## src/rtl/r5p_gpr_ctl_pkg.sv

```systemverilog
// Shared types and helpers for the GPR 1R1W sequencing controller.
// Latency: n/a (types and a pure function only).
// Backpressure: n/a.
package r5p_gpr_ctl_pkg;

    // Controller phases: clear sweep, idle, read rs1, read rs2, hold response.
    typedef enum logic [2:0] {
        INIT = 3'd0,
        IDLE = 3'd1,
        RD1  = 3'd2,
        RD2  = 3'd3,
        RSP  = 3'd4
    } state_t;

    // x0 reads as zero and ignores writes unless x0 access is enabled.
    function automatic logic gpr_x0_sup(input logic is_x0, input logic en0);
        return is_x0 & ~en0;
    endfunction

endpackage

```

## src/rtl/r5p_gpr_1r1w_ctl_if.sv

```systemverilog
// Operand request / response / write-back bundle between core and GPR controller.
// Latency: n/a (wires only).
// Backpressure: req and rsp use valid/ready; wb uses valid/ready (ready low only during clear sweep).
// Ports: master = core side (drives requests, write-backs, rsp_rdy); slave = controller.
interface r5p_gpr_1r1w_ctl_if #(
    parameter int unsigned AW   = 5,
    parameter int unsigned XLEN = 32
) ();
    logic            req_vld;
    logic            req_rdy;
    logic [AW-1:0]   req_rs1;
    logic [AW-1:0]   req_rs2;
    logic            req_e2;

    logic            rsp_vld;
    logic            rsp_rdy;
    logic [XLEN-1:0] rsp_rs1;
    logic [XLEN-1:0] rsp_rs2;

    logic            wb_vld;
    logic            wb_rdy;
    logic [AW-1:0]   wb_a;
    logic [XLEN-1:0] wb_d;

    modport master (
        output req_vld, req_rs1, req_rs2, req_e2, rsp_rdy, wb_vld, wb_a, wb_d,
        input  req_rdy, rsp_vld, rsp_rs1, rsp_rs2, wb_rdy
    );

    modport slave (
        input  req_vld, req_rs1, req_rs2, req_e2, rsp_rdy, wb_vld, wb_a, wb_d,
        output req_rdy, rsp_vld, rsp_rs1, rsp_rs2, wb_rdy
    );
endinterface

```

## src/rtl/r5p_gpr_fwd.sv

```systemverilog
// Forward/x0 mux for one operand: x0 suppression, then same-cycle write-back bypass, else array data.
// Latency: combinational.
// Backpressure: none.
// Ports: a = operand address, weff = qualified write strobe, wb_a/wb_d = write port,
//        rd = fallback data, hit = write targets a this cycle, d = selected operand.
module r5p_gpr_fwd
    import r5p_gpr_ctl_pkg::*;
#(
    parameter int unsigned AW   = 5,
    parameter int unsigned XLEN = 32
) (
    input  logic [AW-1:0]   a,
    input  logic            en0,
    input  logic            weff,
    input  logic [AW-1:0]   wb_a,
    input  logic [XLEN-1:0] wb_d,
    input  logic [XLEN-1:0] rd,
    output logic            hit,
    output logic [XLEN-1:0] d
);

    assign hit = weff && (wb_a == a);

    always_comb begin
        d = rd;
        if (gpr_x0_sup(a == '0, en0)) begin
            d = '0;
        end else if (hit) begin
            d = wb_d;
        end
    end

endmodule

```

## src/rtl/r5p_gpr_1r1w_ctl.sv

```systemverilog
// Sequencer for a 1R1W GPR array: clears it after reset, serves rs1/rs2 over one read port, owns write-back.
// Latency: response valid 3 cycles after accept (rs2 needed) or 2 cycles (rs1 only).
// Backpressure: rsp_rdy low holds the response (still tracking write-backs); req_rdy/wb_rdy low during sweep.
// Ports: clk/rst; en0 (x0 access); init_done; bus (req/rsp/wb handshakes); gpr_* drive the array.
module r5p_gpr_1r1w_ctl
    import r5p_gpr_ctl_pkg::*;
#(
    parameter int unsigned AW   = 5,
    parameter int unsigned XLEN = 32,
    parameter bit          CLR  = 1'b1
) (
    input  logic                clk,
    input  logic                rst,
    input  logic                en0,
    output logic                init_done,
    r5p_gpr_1r1w_ctl_if.slave   bus,
    output logic                gpr_en0,
    output logic                gpr_e_rd,
    output logic [AW-1:0]       gpr_a_rd,
    output logic [XLEN-1:0]     gpr_d_rd,
    output logic                gpr_e_rs,
    output logic [AW-1:0]       gpr_a_rs,
    input  logic [XLEN-1:0]     gpr_d_rs
);

    localparam logic [AW-1:0] CNT_MAX  = '1;
    localparam state_t        ST_RESET = state_t'(CLR ? INIT : IDLE);

    state_t          state;
    logic [AW-1:0]   cnt;
    logic [AW-1:0]   rs1_q;
    logic [AW-1:0]   rs2_q;
    logic            e2_q;
    logic [XLEN-1:0] op1_q;
    logic [XLEN-1:0] op2_q;

    logic            in_init;
    logic            weff;
    logic            accept;
    logic            fwd1_hit;
    logic            fwd2_hit;
    logic [XLEN-1:0] fwd1_d;
    logic [XLEN-1:0] fwd2_d;

    assign in_init = (state == INIT);
    // A write to x0 with x0 access disabled is dropped before it reaches the array.
    assign weff    = !in_init && bus.wb_vld && !gpr_x0_sup(bus.wb_a == '0, en0);
    assign accept  = bus.req_vld && bus.req_rdy;

    // Both paths see the raw array read; each is only captured in its own read cycle.
    // The hit outputs also drive the refresh of already-captured operands.
    r5p_gpr_fwd #(.AW(AW), .XLEN(XLEN)) u_fwd_rs1 (
        .a    (rs1_q),
        .en0  (en0),
        .weff (weff),
        .wb_a (bus.wb_a),
        .wb_d (bus.wb_d),
        .rd   (gpr_d_rs),
        .hit  (fwd1_hit),
        .d    (fwd1_d)
    );

    r5p_gpr_fwd #(.AW(AW), .XLEN(XLEN)) u_fwd_rs2 (
        .a    (rs2_q),
        .en0  (en0),
        .weff (weff),
        .wb_a (bus.wb_a),
        .wb_d (bus.wb_d),
        .rd   (gpr_d_rs),
        .hit  (fwd2_hit),
        .d    (fwd2_d)
    );

    always_comb begin
        bus.wb_rdy  = !in_init;
        bus.req_rdy = (state == IDLE) || ((state == RSP) && bus.rsp_rdy);
        bus.rsp_vld = (state == RSP);
        bus.rsp_rs1 = op1_q;
        bus.rsp_rs2 = op2_q;

        // The sweep owns the write port and clears x0 as well.
        gpr_en0  = in_init ? 1'b1 : en0;
        gpr_e_rd = in_init ? 1'b1 : weff;
        gpr_a_rd = in_init ? cnt  : bus.wb_a;
        gpr_d_rd = in_init ? '0   : bus.wb_d;

        gpr_e_rs = (state == RD1) || (state == RD2);
        gpr_a_rs = '0;
        if (state == RD1) gpr_a_rs = rs1_q;
        if (state == RD2) gpr_a_rs = rs2_q;
    end

    always_ff @(posedge clk or posedge rst) begin
        if (rst) begin
            state     <= ST_RESET;
            cnt       <= '0;
            init_done <= ~CLR;
            rs1_q     <= '0;
            rs2_q     <= '0;
            e2_q      <= 1'b0;
            op1_q     <= '0;
            op2_q     <= '0;
        end else begin
            if (accept) begin
                rs1_q <= bus.req_rs1;
                rs2_q <= bus.req_rs2;
                e2_q  <= bus.req_e2;
            end

            case (state)
                INIT: begin
                    cnt <= cnt + 1'b1;
                    if (cnt == CNT_MAX) begin
                        state     <= IDLE;
                        init_done <= 1'b1;
                    end
                end
                IDLE: begin
                    if (accept) state <= RD1;
                end
                RD1: begin
                    op1_q <= fwd1_d;
                    if (e2_q) begin
                        state <= RD2;
                    end else begin
                        op2_q <= '0;
                        state <= RSP;
                    end
                end
                RD2: begin
                    op2_q <= fwd2_d;
                    // op1 was captured last cycle; keep it current with this cycle's write.
                    if (fwd1_hit) op1_q <= bus.wb_d;
                    state <= RSP;
                end
                RSP: begin
                    if (fwd1_hit)         op1_q <= bus.wb_d;
                    if (e2_q && fwd2_hit) op2_q <= bus.wb_d;
                    if (bus.rsp_rdy) state <= accept ? RD1 : IDLE;
                end
                default: state <= ST_RESET;
            endcase
        end
    end

endmodule

```

## src/flat_wrapper.sv

```systemverilog
// flat-port wrapper written by rule: the top's interface ports become plain ports
module r5p_gpr_1r1w_ctl_flat import r5p_gpr_ctl_pkg::*;
#(
    parameter int unsigned AW   = 5,
    parameter int unsigned XLEN = 32,
    parameter bit          CLR  = 1'b1
)
  (clk, rst, en0, init_done, gpr_en0, gpr_e_rd, gpr_a_rd, gpr_d_rd, gpr_e_rs, gpr_a_rs, gpr_d_rs, bus_req_vld, bus_req_rs1, bus_req_rs2, bus_req_e2, bus_rsp_rdy, bus_wb_vld, bus_wb_a, bus_wb_d, bus_req_rdy, bus_rsp_vld, bus_rsp_rs1, bus_rsp_rs2, bus_wb_rdy);
  r5p_gpr_1r1w_ctl_if #(.AW(AW), .XLEN(XLEN)) bus_i ();
  input  logic clk;
  input  logic rst;
  input  logic en0;
  output logic init_done;
  output logic gpr_en0;
  output logic gpr_e_rd;
  output logic [AW-1:0] gpr_a_rd;
  output logic [XLEN-1:0] gpr_d_rd;
  output logic gpr_e_rs;
  output logic [AW-1:0] gpr_a_rs;
  input  logic [XLEN-1:0] gpr_d_rs;
  input wire logic [$bits(bus_i.req_vld)-1:0] bus_req_vld;
  input wire logic [$bits(bus_i.req_rs1)-1:0] bus_req_rs1;
  input wire logic [$bits(bus_i.req_rs2)-1:0] bus_req_rs2;
  input wire logic [$bits(bus_i.req_e2)-1:0] bus_req_e2;
  input wire logic [$bits(bus_i.rsp_rdy)-1:0] bus_rsp_rdy;
  input wire logic [$bits(bus_i.wb_vld)-1:0] bus_wb_vld;
  input wire logic [$bits(bus_i.wb_a)-1:0] bus_wb_a;
  input wire logic [$bits(bus_i.wb_d)-1:0] bus_wb_d;
  output wire logic [$bits(bus_i.req_rdy)-1:0] bus_req_rdy;
  output wire logic [$bits(bus_i.rsp_vld)-1:0] bus_rsp_vld;
  output wire logic [$bits(bus_i.rsp_rs1)-1:0] bus_rsp_rs1;
  output wire logic [$bits(bus_i.rsp_rs2)-1:0] bus_rsp_rs2;
  output wire logic [$bits(bus_i.wb_rdy)-1:0] bus_wb_rdy;
  assign bus_i.req_vld = bus_req_vld;
  assign bus_i.req_rs1 = bus_req_rs1;
  assign bus_i.req_rs2 = bus_req_rs2;
  assign bus_i.req_e2 = bus_req_e2;
  assign bus_i.rsp_rdy = bus_rsp_rdy;
  assign bus_i.wb_vld = bus_wb_vld;
  assign bus_i.wb_a = bus_wb_a;
  assign bus_i.wb_d = bus_wb_d;
  assign bus_req_rdy = bus_i.req_rdy;
  assign bus_rsp_vld = bus_i.rsp_vld;
  assign bus_rsp_rs1 = bus_i.rsp_rs1;
  assign bus_rsp_rs2 = bus_i.rsp_rs2;
  assign bus_wb_rdy = bus_i.wb_rdy;
  r5p_gpr_1r1w_ctl #(.AW(AW), .XLEN(XLEN), .CLR(CLR)) u_core (.clk(clk), .rst(rst), .en0(en0), .init_done(init_done), .bus(bus_i), .gpr_en0(gpr_en0), .gpr_e_rd(gpr_e_rd), .gpr_a_rd(gpr_a_rd), .gpr_d_rd(gpr_d_rd), .gpr_e_rs(gpr_e_rs), .gpr_a_rs(gpr_a_rs), .gpr_d_rs(gpr_d_rs));
endmodule
```

## config.mk

```make
export PLATFORM = sky130hd
export DESIGN_NAME = r5p_gpr_1r1w_ctl_flat
export DESIGN_NICKNAME = d
export VERILOG_FILES = /design/src/rtl/r5p_gpr_ctl_pkg.sv /design/src/rtl/r5p_gpr_1r1w_ctl_if.sv /design/src/rtl/r5p_gpr_fwd.sv /design/src/rtl/r5p_gpr_1r1w_ctl.sv /design/src/flat_wrapper.sv
export SDC_FILE = /design/constraint.sdc
export NUM_CORES = 1
export LEC_CHECK = 0
export CELL_PAD_IN_SITES_DETAIL_PLACEMENT = 2
export CELL_PAD_IN_SITES_GLOBAL_PLACEMENT = 2
export CORE_ASPECT_RATIO = 1.5
export CORE_UTILIZATION = 26
export CTS_BUF_LIST = sky130_fd_sc_hd__clkbuf_8
export DETAILED_ROUTE_END_ITERATION = 16
export GPL_TIMING_DRIVEN = 1
export MAX_ROUTING_LAYER = met4
export PLACE_DENSITY_LB_ADDON = 0.15
export SYNTH_ARGS = -nofsm -noshare
export SYNTH_HDL_FRONTEND = slang
export SYNTH_SLANG_ARGS = --single-unit
```

## constraint.sdc

```tcl
create_clock -name clk -period 3.9 [get_ports clk]
set_input_delay 0.78 -clock clk [delete_from_list [all_inputs] [get_ports clk]]
set_output_delay 0.78 -clock clk [all_outputs]
set_load 0.03 [all_outputs]
```

* Yosys cells after proc, flatten, opt, wreduce, memory -nomap -nowiden
Index checks and enable logic that the tools add are counted.
** Operators by class
- $add $sub $neg :: 1
- Eq/ne operators :: 13
- Mux-type cells :: 21
- Bitwise logic cells :: 4
- Reduce and logical (&&, ||, !) cells :: 22
** Operator list (number)
- 32-bit two-way mux :: 8
- 32-bit case mux with 3 select lines :: 1
- 32-bit case mux with 2 select lines :: 1
- 5-bit zero test :: 3
- 5-bit two-way mux :: 3
- 3-bit case mux with 5 select lines :: 1
- 3-bit two-way mux :: 4
- 5-bit equality test :: 2
- 1-bit logical AND :: 7
- 3-bit by 2-bit equality test with 1-bit output (second input constant) :: 2
- 2-bit by 1-bit inequality test with 1-bit output (second input constant) :: 3
- 2-bit inequality test (second input constant) :: 3
- 3-bit AND reduction :: 2
- 5-bit by 1-bit adder with 5-bit output (second input constant) :: 1
- 5-bit equality test (second input constant) :: 1
- 2-bit AND reduction :: 2
- 1-bit bitwise AND :: 3
- 3-bit by 1-bit equality test with 1-bit output (second input constant) :: 1
- 3-bit equality test (second input constant) :: 1
- 3-bit zero test :: 1
- 3-bit nonzero test :: 1
- 1-bit zero test :: 2
- 1-bit logical OR :: 2
- 1-bit two-way mux :: 2
- 4 further kinds :: 4
** Storage, ports and cells
- Register bits :: 84
- Input bits :: 86
- Logic and storage cells :: 69

* Logic depth before layout (Yosys ltp)
Gate-level depths: netlist of run 1.
- Depth in word-level cells :: 8
- Gate-level depth with buffers :: 10
- Mapped depth without buffers :: 8

* Modules after synthesis
From an unflattened synthesis of run 1, not the netlist that was laid out.
** Unflattened totals
- Cell total of the unflattened synthesis :: 688
- Area, all modules :: 6204.7 µm²
** By module, submodules not included
- r5p_gpr_1r1w_ctl :: times used 1, cells an instance 440, area an instance 4678.2 µm²
- r5p_gpr_fwd :: times used 2, cells an instance 124, area an instance 763.2 µm²

* Worst setup path before layout of run 1
OpenSTA, ideal clock, no wires.
- Kind :: reg-to-output
- Start :: register u_core.state[0]
- End :: output gpr_e_rd
- Arrival time :: 1.913 ns
- Path slack :: 1.207 ns
- Cell stages (with the launch flop) :: 7
- Cell sequence :: dfrtp_1 > buf_2 > buf_1 > nor3_1 > inv_1 > buf_1 > nand2_1
** On the way
- Cells in the longest elaborated chain, start to end :: 5
** RTL lines
- start: declaration :: line r5p_gpr_1r1w_ctl.sv:29 : state_t state;
- start signal: assignment :: line r5p_gpr_1r1w_ctl.sv:139 : if (bus.rsp_rdy) state <= accept ? RD1 : IDLE;
- 3-bit zero test :: line r5p_gpr_1r1w_ctl.sv:45 : assign in_init = (state == INIT);
- 1-bit zero test
- named net bus_wb_rdy :: line flat_wrapper.sv:33 : output wire logic [$bits(bus_i.wb_rdy)-1:0] bus_wb_rdy;
- 1-bit logical AND (2 in series) :: line r5p_gpr_1r1w_ctl.sv:47 : assign weff = !in_init && bus.wb_vld && !gpr_x0_sup(bus.wb_a == '0, en0);
- 1-bit two-way mux :: line r5p_gpr_1r1w_ctl.sv:83 : gpr_e_rd = in_init ? 1'b1 : weff;
- end: declaration :: line flat_wrapper.sv:15 : output logic gpr_e_rd;
The timed path passes the listed nets, and every way through them passes these cells.

* Worst setup path in the final report of run 1
- Start :: register u_core.state[2]
- End :: output gpr_d_rd[28]
** On the way
- Cells in the longest elaborated chain, start to end :: 2
** RTL lines
- 3-bit zero test :: line r5p_gpr_1r1w_ctl.sv:45
- 32-bit two-way mux :: line r5p_gpr_1r1w_ctl.sv:85 : gpr_d_rd = in_init ? '0 : bus.wb_d;
- end: declaration :: line flat_wrapper.sv:17 : output logic [XLEN-1:0] gpr_d_rd;
No other way between the ends.

==> impl_metrics.py, run 1 <==
metrics = {
    "worst_hold_path": {
        "hp-class": "reg2reg",
        "min_from": "u_core.init_done",
        "hold_path_end": "u_core.init_done",
        "min_delay_path_depth": 1,
    },
    "logic_synthesis": {
        "synthArstFlopShare": 1.00,
        "ys.flop_type": "dfrtp_1",
        "synthMuxAreaShare": 0.0345,
        "synth-simple-area-share": 0.265,
        "yosys.cell_types.count": 45,
        "avgSynthCellArea_sq_um": 8.59,
        "synth-xor-area-share": 0.0212,
        "synth.yosys.seq_area_share": 0.392,
        "synth_top_family_by_area": "simple AND/OR/NAND/NOR gates",
        "netlist_area_sq_mm": 0.00536,
        "synthAdderAreaFrac": 0.00467,
        "synth-compound-area-share": 0.227,
        "synth_edf_count": 0,
        "syn_nets": 712,
        "ys_ff_latch": 84,
        "synthesis.instances": 624,
        "yosysWarningCount": 0,
    },
    "worst_setup_path": {
        "worstPathRequired_ns": 3.12,
        "arrival_ns": 2.52,
        "regToRegSetupSlack_ns": 0.98,
        "start_kind": "flip-flop",
        "path_max_fanout": 33,
        "r2r-start": "u_core.state[0]",
        "cp_cell_sequence": "nor3_1 > inv_1 > buf_12 > and2_1 > clkdlybuf4s50_1",
        "cp_slowest_cell": "clkdlybuf4s50_1",
        "critPathKind": "reg2out",
        "reg2reg_to": "u_core.bus.rsp_rs1[24]",
        "max_stage_delay_ns": 0.60,
        "ff2ff_path_depth": 8,
        "end_kind": "primary output",
    },
    "grt": {
        "antenna_found_initial": 0,
        "overflow": 0,
        "grt_pass1_wl_microns": 37000,
        "grt_usage": 0.233,
        "grt_max_degree": 75,
        "grt_pass1_vias": 6359,
    },
    "final_layout": {
        "antennaDiodeCount": 0,
        "layout-drive-gt1-share": 0.0823,
        "nNetsFinal": 873,
        "n_fill_cell": 2269,
        "syn_to_final_growth_pct": 46.0,
    },
    "detailed_routing": {
        "vias": 5690,
        "top_layer_used": "met4",
        "dr_wl_met3_microns": 790,
        "routed-wl-met2_microns": 12800,
        "drt-pass1-iter-count": 4,
        "drc": 0,
        "wirelength_microns": 23600,
        "drtAntennaViolNets": 0,
        "m1WireLength_microns": 9590,
        "wl_per_cell_microns": 22.4,
        "routed_via_density": 5.40,
        "drt-initial-drc-count": 260,
    },
    "clock_tree": {
        "clk_pin_slew_ns": 0.09,
        "htreeDepth": 3,
        "hold_buffers": 0,
        "root_buffer": "clkbuf_8",
        "numCtsBuffers": 9,
        "post-cts-setup-buffers": 0,
        "clock_latency_ns": 0.38,
        "cts.sinks": 84,
        "cts_tree": "built",
        "clockBufferDepth": 2,
        "cts_resized": 0,
    },
    "pwr": {
        "internal-power_mw": 3.09,
        "power_frac_comb": 0.618,
        "vdd_ir_drop_max_mv": 0.351,
        "p_sw_frac": 0.481,
        "powerDensity_mw_per_mm2": 759,
        "clkPwrFrac": 0.111,
        "power_leakage_nw": 3.02,
        "power.switching_mw": 2.86,
        "seqPwrFrac": 0.271,
    },
    "die": {
        "start_util": 0.264,
        "die_h_microns": 178,
        "chipWidth_microns": 119,
        "core_sq_mm": 0.0203,
        "die_area_sq_mm": 0.0212,
        "num_rows": 64,
        "io_pins": 199,
    },
    "sta": {
        "finalWorstSetupSlack_ns": 0.596,
        "min_period_ns": 3.30,
        "slew_violations": 0,
        "hold_viol_final": 0,
        "relSlewSlack": 0.212,
        "grt_setup_unrepaired": "no",
        "tightest_slew_ns": 1.18,
        "fmax_mhz": 303,
        "setup_viol": 0,
        "setup_tns_ns": 0,
        "skew_ns": 0.0141,
        "fin_crit_sh": 0.847,
    },
    "placed_design": {
        "dp_hpwl_microns": 16600,
        "routabilityCongestion": 0.796,
        "io_buffers": 198,
        "place_ws_ns": 0.488,
    },
    "run": {
        "drv_cap": 0,
    },
    "status": {
        "status": "completed",
    },
}
[registers in the layout, indices dropped and copies added, names as in the netlist]
register and count:
u_core.init_done 1, u_core.cnt 5, u_core.rs2_q 5, u_core.e2_q 1
u_core.rs1_q 5, u_core.bus.rsp_rs1 32, u_core.bus.rsp_rs2 32, u_core.state 3
[routing by layer]
metal | track usage | vias to the layer above
met2 | 0.422 | 137
met1 | 0.265 | 2898
met4 | 0.0675 | 0
met3 | 0.0331 | 25
li1 | - | 2630
met5 | - | -
[Yosys cell counts (2+ instances only)]
cell type / instances / share of area
o21ai_1: 5 / 0.0047
mux2_2: 12 / 0.025
clkbuf_1: 39 / 0.027
nand3_1: 34 / 0.032
o21ai_0: 30 / 0.028
mux2i_1: 5 / 0.0093
nand3b_1: 3 / 0.0042
nor3_1: 67 / 0.063
a21oi_1: 39 / 0.036
nand2_1: 60 / 0.042
a31oi_1: 32 / 0.037
inv_1: 5 / 0.0035
buf_2: 17 / 0.016
xnor2_1: 13 / 0.021
nand2b_1: 3 / 0.0035
o31a_1: 2 / 0.0033
and2_1: 33 / 0.038
buf_1: 9 / 0.0063
ha_1: 2 / 0.0047
dfrtp_1: 84 / 0.39
and3_1: 2 / 0.0023
and4_1: 32 / 0.052
o2bb2ai_1: 64 / 0.10
nor4_1: 2 / 0.0023
nor2_1: 10 / 0.0070
[cell usage in the layout, fill, tap and decap left out, types with 4 or more instances in the layout]
| cell type | synthesis | layout |
|---|---|---|
| inv_1 | 5 | 6 |
| o21ai_0 | 30 | 30 |
| nand3_1 | 34 | 34 |
| dfrtp_1 | 84 | 84 |
| and2_1 | 33 | 32 |
| mux2i_1 | 5 | 5 |
| nor3_1 | 67 | 67 |
| clkbuf_8 | 0 | 10 |
| buf_12 | 0 | 5 |
| a31oi_1 | 32 | 32 |
| and4_1 | 32 | 32 |
| a21oi_1 | 39 | 38 |
| mux2_2 | 12 | 12 |
| xnor2_1 | 13 | 13 |
| o2bb2ai_1 | 64 | 64 |
| o21ai_1 | 5 | 4 |
| nor2_1 | 10 | 10 |
| buf_4 | 1 | 18 |
| clkdlybuf4s50_1 | 0 | 193 |
| nand2_1 | 60 | 60 |
[how the worst max path moves through the flow]
stage	startpoint	end	depth (start not counted)
finish	u_core.state[2]	gpr_d_rd[28]	5
global route	u_core.state[2]	gpr_d_rd[3]	5
CTS	u_core.state[2]	gpr_d_rd[28]	5
detailed placement	bus_wb_a[0]	u_core.bus.rsp_rs1[16]	6
global placement	bus_wb_a[0]	u_core.bus.rsp_rs1[24]	6
floorplan	rst	u_core.bus.rsp_rs1[0]	1
[logic make-up (layout without fill, tap and decap cells)]
kind of cell,after synthesis,in the layout
AND/OR/NAND/NOR,256,256
flip-flops,84,84
AO/OA/AOI/OAI,180,180
XOR/XNOR,13,13
multiplexers,17,17
adder cells (fa/ha/maj),2,2
buffers and inverters,72,238
[metrics by stage]
step | power, mW | cells | hold WS [ns] | util | area [sq um]
after detailed placement | 5.34 | 1038 | 0.449 | 0.375 | 7630
after floorplan | 3.71 | 624 | 0.459 | - | 5360
after global routing | 6.30 | 1054 | 0.507 | 0.385 | 7830
after global placement | 5.21 | 1038 | 0.452 | 0.375 | 7630
after CTS | 6.03 | 1054 | 0.474 | 0.385 | 7830
final | 5.94 | 1054 | 0.471 | 0.385 | 7830
[area by class of cell]
type | instances | area (sq um) | area share
sequential | 84 | 2100 | 0.269
timing repair buffer | 216 | 2170 | 0.277
tap | 264 | 330 | 0.0422
clock inverter | 6 | 56.3 | 0.00719
clock buffer | 10 | 138 | 0.0176
inverter | 6 | 26.3 | 0.00336
multi-input combinational | 468 | 3010 | 0.384
[power groups by stage]
stage                     sequential (mW)  combinational (mW)  clock, mW
after floorplan                      2.11                1.60          0
after global placement               1.62                3.58          0
after detailed placement             1.63                3.71          0
after CTS                            1.62                3.72      0.686
after global routing                 1.66                3.93      0.713
final                                1.61                3.67      0.659
[critical path, delay by kind of cell (launching register included)]
family | cells | cell delay (ns)
buffers and inverters | 3 | 1.12
DFF | 1 | 0.51
and+or+nand+nor | 2 | 0.50
Power figures use the tool's default switching activity.
==> run 2: changes to the inputs <==
CORE_UTILIZATION = 23   (was 26)
clock period = 2.8 ns   (was 3.9 ns; I/O delays follow)
==> impl_metrics.py, run 2 (synthesis gave the netlist of run 1 again) <==
metrics = {
    "sta": {
        "fmax_mhz": 379,
        "slew_violations": 0,
        "setup_viol": 0,
        "grt_setup_unrepaired": "no",
        "relSlewSlack": 0.523,
        "setup_tns_ns": 0,
        "skew_ns": 0.00876,
        "finalWorstSetupSlack_ns": 0.163,
        "hold_viol_final": 0,
        "min_period_ns": 2.64,
        "tightest_slew_ns": 0.715,
        "fin_crit_sh": 0.942,
    },
    "detailed_routing": {
        "drt-pass1-iter-count": 4,
        "vias": 5795,
        "wl_per_cell_microns": 22.2,
        "drtAntennaViolNets": 0,
        "drc": 0,
        "drt-initial-drc-count": 176,
        "wirelength_microns": 24200,
        "routed_via_density": 5.32,
    },
    "placed_design": {
        "place_ws_ns": 0.00963,
        "dp_hpwl_microns": 17800,
        "io_buffers": 198,
        "dp_cells": 1073,
        "routabilityCongestion": 0.828,
    },
    "status": {
        "status": "completed",
    },
    "pwr": {
        "vdd_ir_drop_max_mv": 0.373,
        "power_leakage_nw": 3.28,
        "power_mw": 8.23,
        "powerDensity_mw_per_mm2": 1020,
    },
    "die": {
        "start_util": 0.233,
        "num_rows": 68,
        "die_area_sq_mm": 0.0239,
        "io_pins": 199,
        "chipWidth_microns": 127,
        "die_h_microns": 189,
        "core_sq_mm": 0.0230,
    },
    "grt": {
        "grt_max_degree": 51,
        "grt_pass1_vias": 6444,
        "grt_pass1_wl_microns": 37800,
        "overflow": 0,
        "grt_usage": 0.212,
        "antenna_found_initial": 1,
    },
    "final_layout": {
        "syn_to_final_growth_pct": 49.9,
        "nNetsFinal": 892,
        "layout-drive-gt1-share": 0.105,
        "final_cell_mix": "clkdlybuf4s50_1 (157), dfrtp_1 (84), nor3_1 (66), o2bb2ai_1 (64), nand2_1 (59)",
        "final_cells": 1090,
        "layout_commonest_cell": "clkdlybuf4s50_1",
        "n_fill_cell": 2580,
    },
    "run": {
        "drv_cap": 0,
    },
    "clock_tree": {
        "post-cts-setup-buffers": 0,
        "clock_latency_ns": 0.38,
        "cts_tree": "built",
        "hold_buffers": 0,
        "htreeDepth": 3,
        "clk_pin_slew_ns": 0.09,
        "cts.sinks": 84,
        "root_buffer": "clkbuf_8",
        "numCtsBuffers": 9,
        "clockBufferDepth": 2,
    },
    "worst_setup_path": {
        "start_kind": "flip-flop",
        "path_max_fanout": 27,
        "worstPathRequired_ns": 2.24,
        "end_kind": "primary output",
        "arrival_ns": 2.08,
        "critPathKind": "reg2out",
    },
    "worst_hold_path": {
        "hp-class": "reg2reg",
    },
}
run 2: cell types whose count changed in the layout (fill, tap and decap cells not counted), moves of 2 or more:
cell	before	now
clkinvlp_4	0	2
dlygate4sd2_1	0	35
clkdlybuf4s50_1	193	157
buf_4	18	30
buf_12	5	12
run 2: worst max-delay path, cell delays in order, from the launching register on:
cell           delay [ns]
dfrtp_1              0.46
nor3_2               0.31
inv_1                0.12
buf_4                0.24
and2_1               0.19
dlygate4sd2_1        0.36
run 2: area by class of cell:
type / count / area (sq um) / area share
multi-input combinational: 468 / 3020 / 0.375
timing repair buffer: 235 / 2360 / 0.293
sequential: 84 / 2100 / 0.262
tap: 280 / 350 / 0.0436
clock buffer: 9 / 124 / 0.0154
clock inverter: 7 / 61.3 / 0.00763
inverter: 6 / 26.3 / 0.00327
antenna: 1 / 2.50 / 0.000311
run 2: worst paths after layout:
check	slack (ns)	cells past startpoint	from	end
hold reg to reg	0.47	1	u_core.init_done	u_core.init_done
setup / recovery	0.16	5	u_core.state[2]	gpr_d_rd[2]
max in group asynchronous	1.53	3	rst	u_core.bus.rsp_rs1[3]
setup reg to reg	0.34	8	u_core.state[0]	u_core.bus.rsp_rs1[25]
min in group asynchronous	0.64	2	rst	u_core.bus.rsp_rs1[18]
hold / removal	0.47	1	u_core.init_done	u_core.init_done
run 2: power by group:
| group | switching, mW | total [mW] | internal (mW) |
|---|---|---|---|
| combinational | 3.05 | 5.11 | 2.06 |
| sequential | 0.464 | 2.23 | 1.77 |
| clock | 0.489 | 0.891 | 0.402 |
| total | 4.00 | 8.23 | 4.23 |
run 2: per-layer routing:
layer,part of all wire,global-route usage,vias up,wire length [microns]
li1,-,-,2679,-
met1,0.40,0.237,2954,9770
met2,0.54,0.387,135,13100
met3,0.036,0.0300,27,877
met4,0.018,0.0650,0,430
met5,0,-,-,0
run 2: what timing repair did:
item / in CTS / in global routing
gates resized for setup: 36 / 1
endpoints found under the setup margin: 36 / 1
pin swaps: 0 / 0
run 2: metrics by stage:
step	cell area [sq um]	util	hold WS [ns]
4_1_cts	8030	0.350	0.476
2_1_floorplan	5360	-	0.459
3_3_place_gp	7890	0.343	0.448
3_5_place_dp	7890	0.343	0.449
6_report	8040	0.350	0.467
5_1_grt	8040	0.350	0.494
==> run 3: changes to the inputs <==
CAP_MARGIN = 20   (was unset)
GPL_ROUTABILITY_DRIVEN = 0   (was unset)
==> results of run 3 <==
Same layout as run 2: the final DEF is identical, and so are final timing and power.
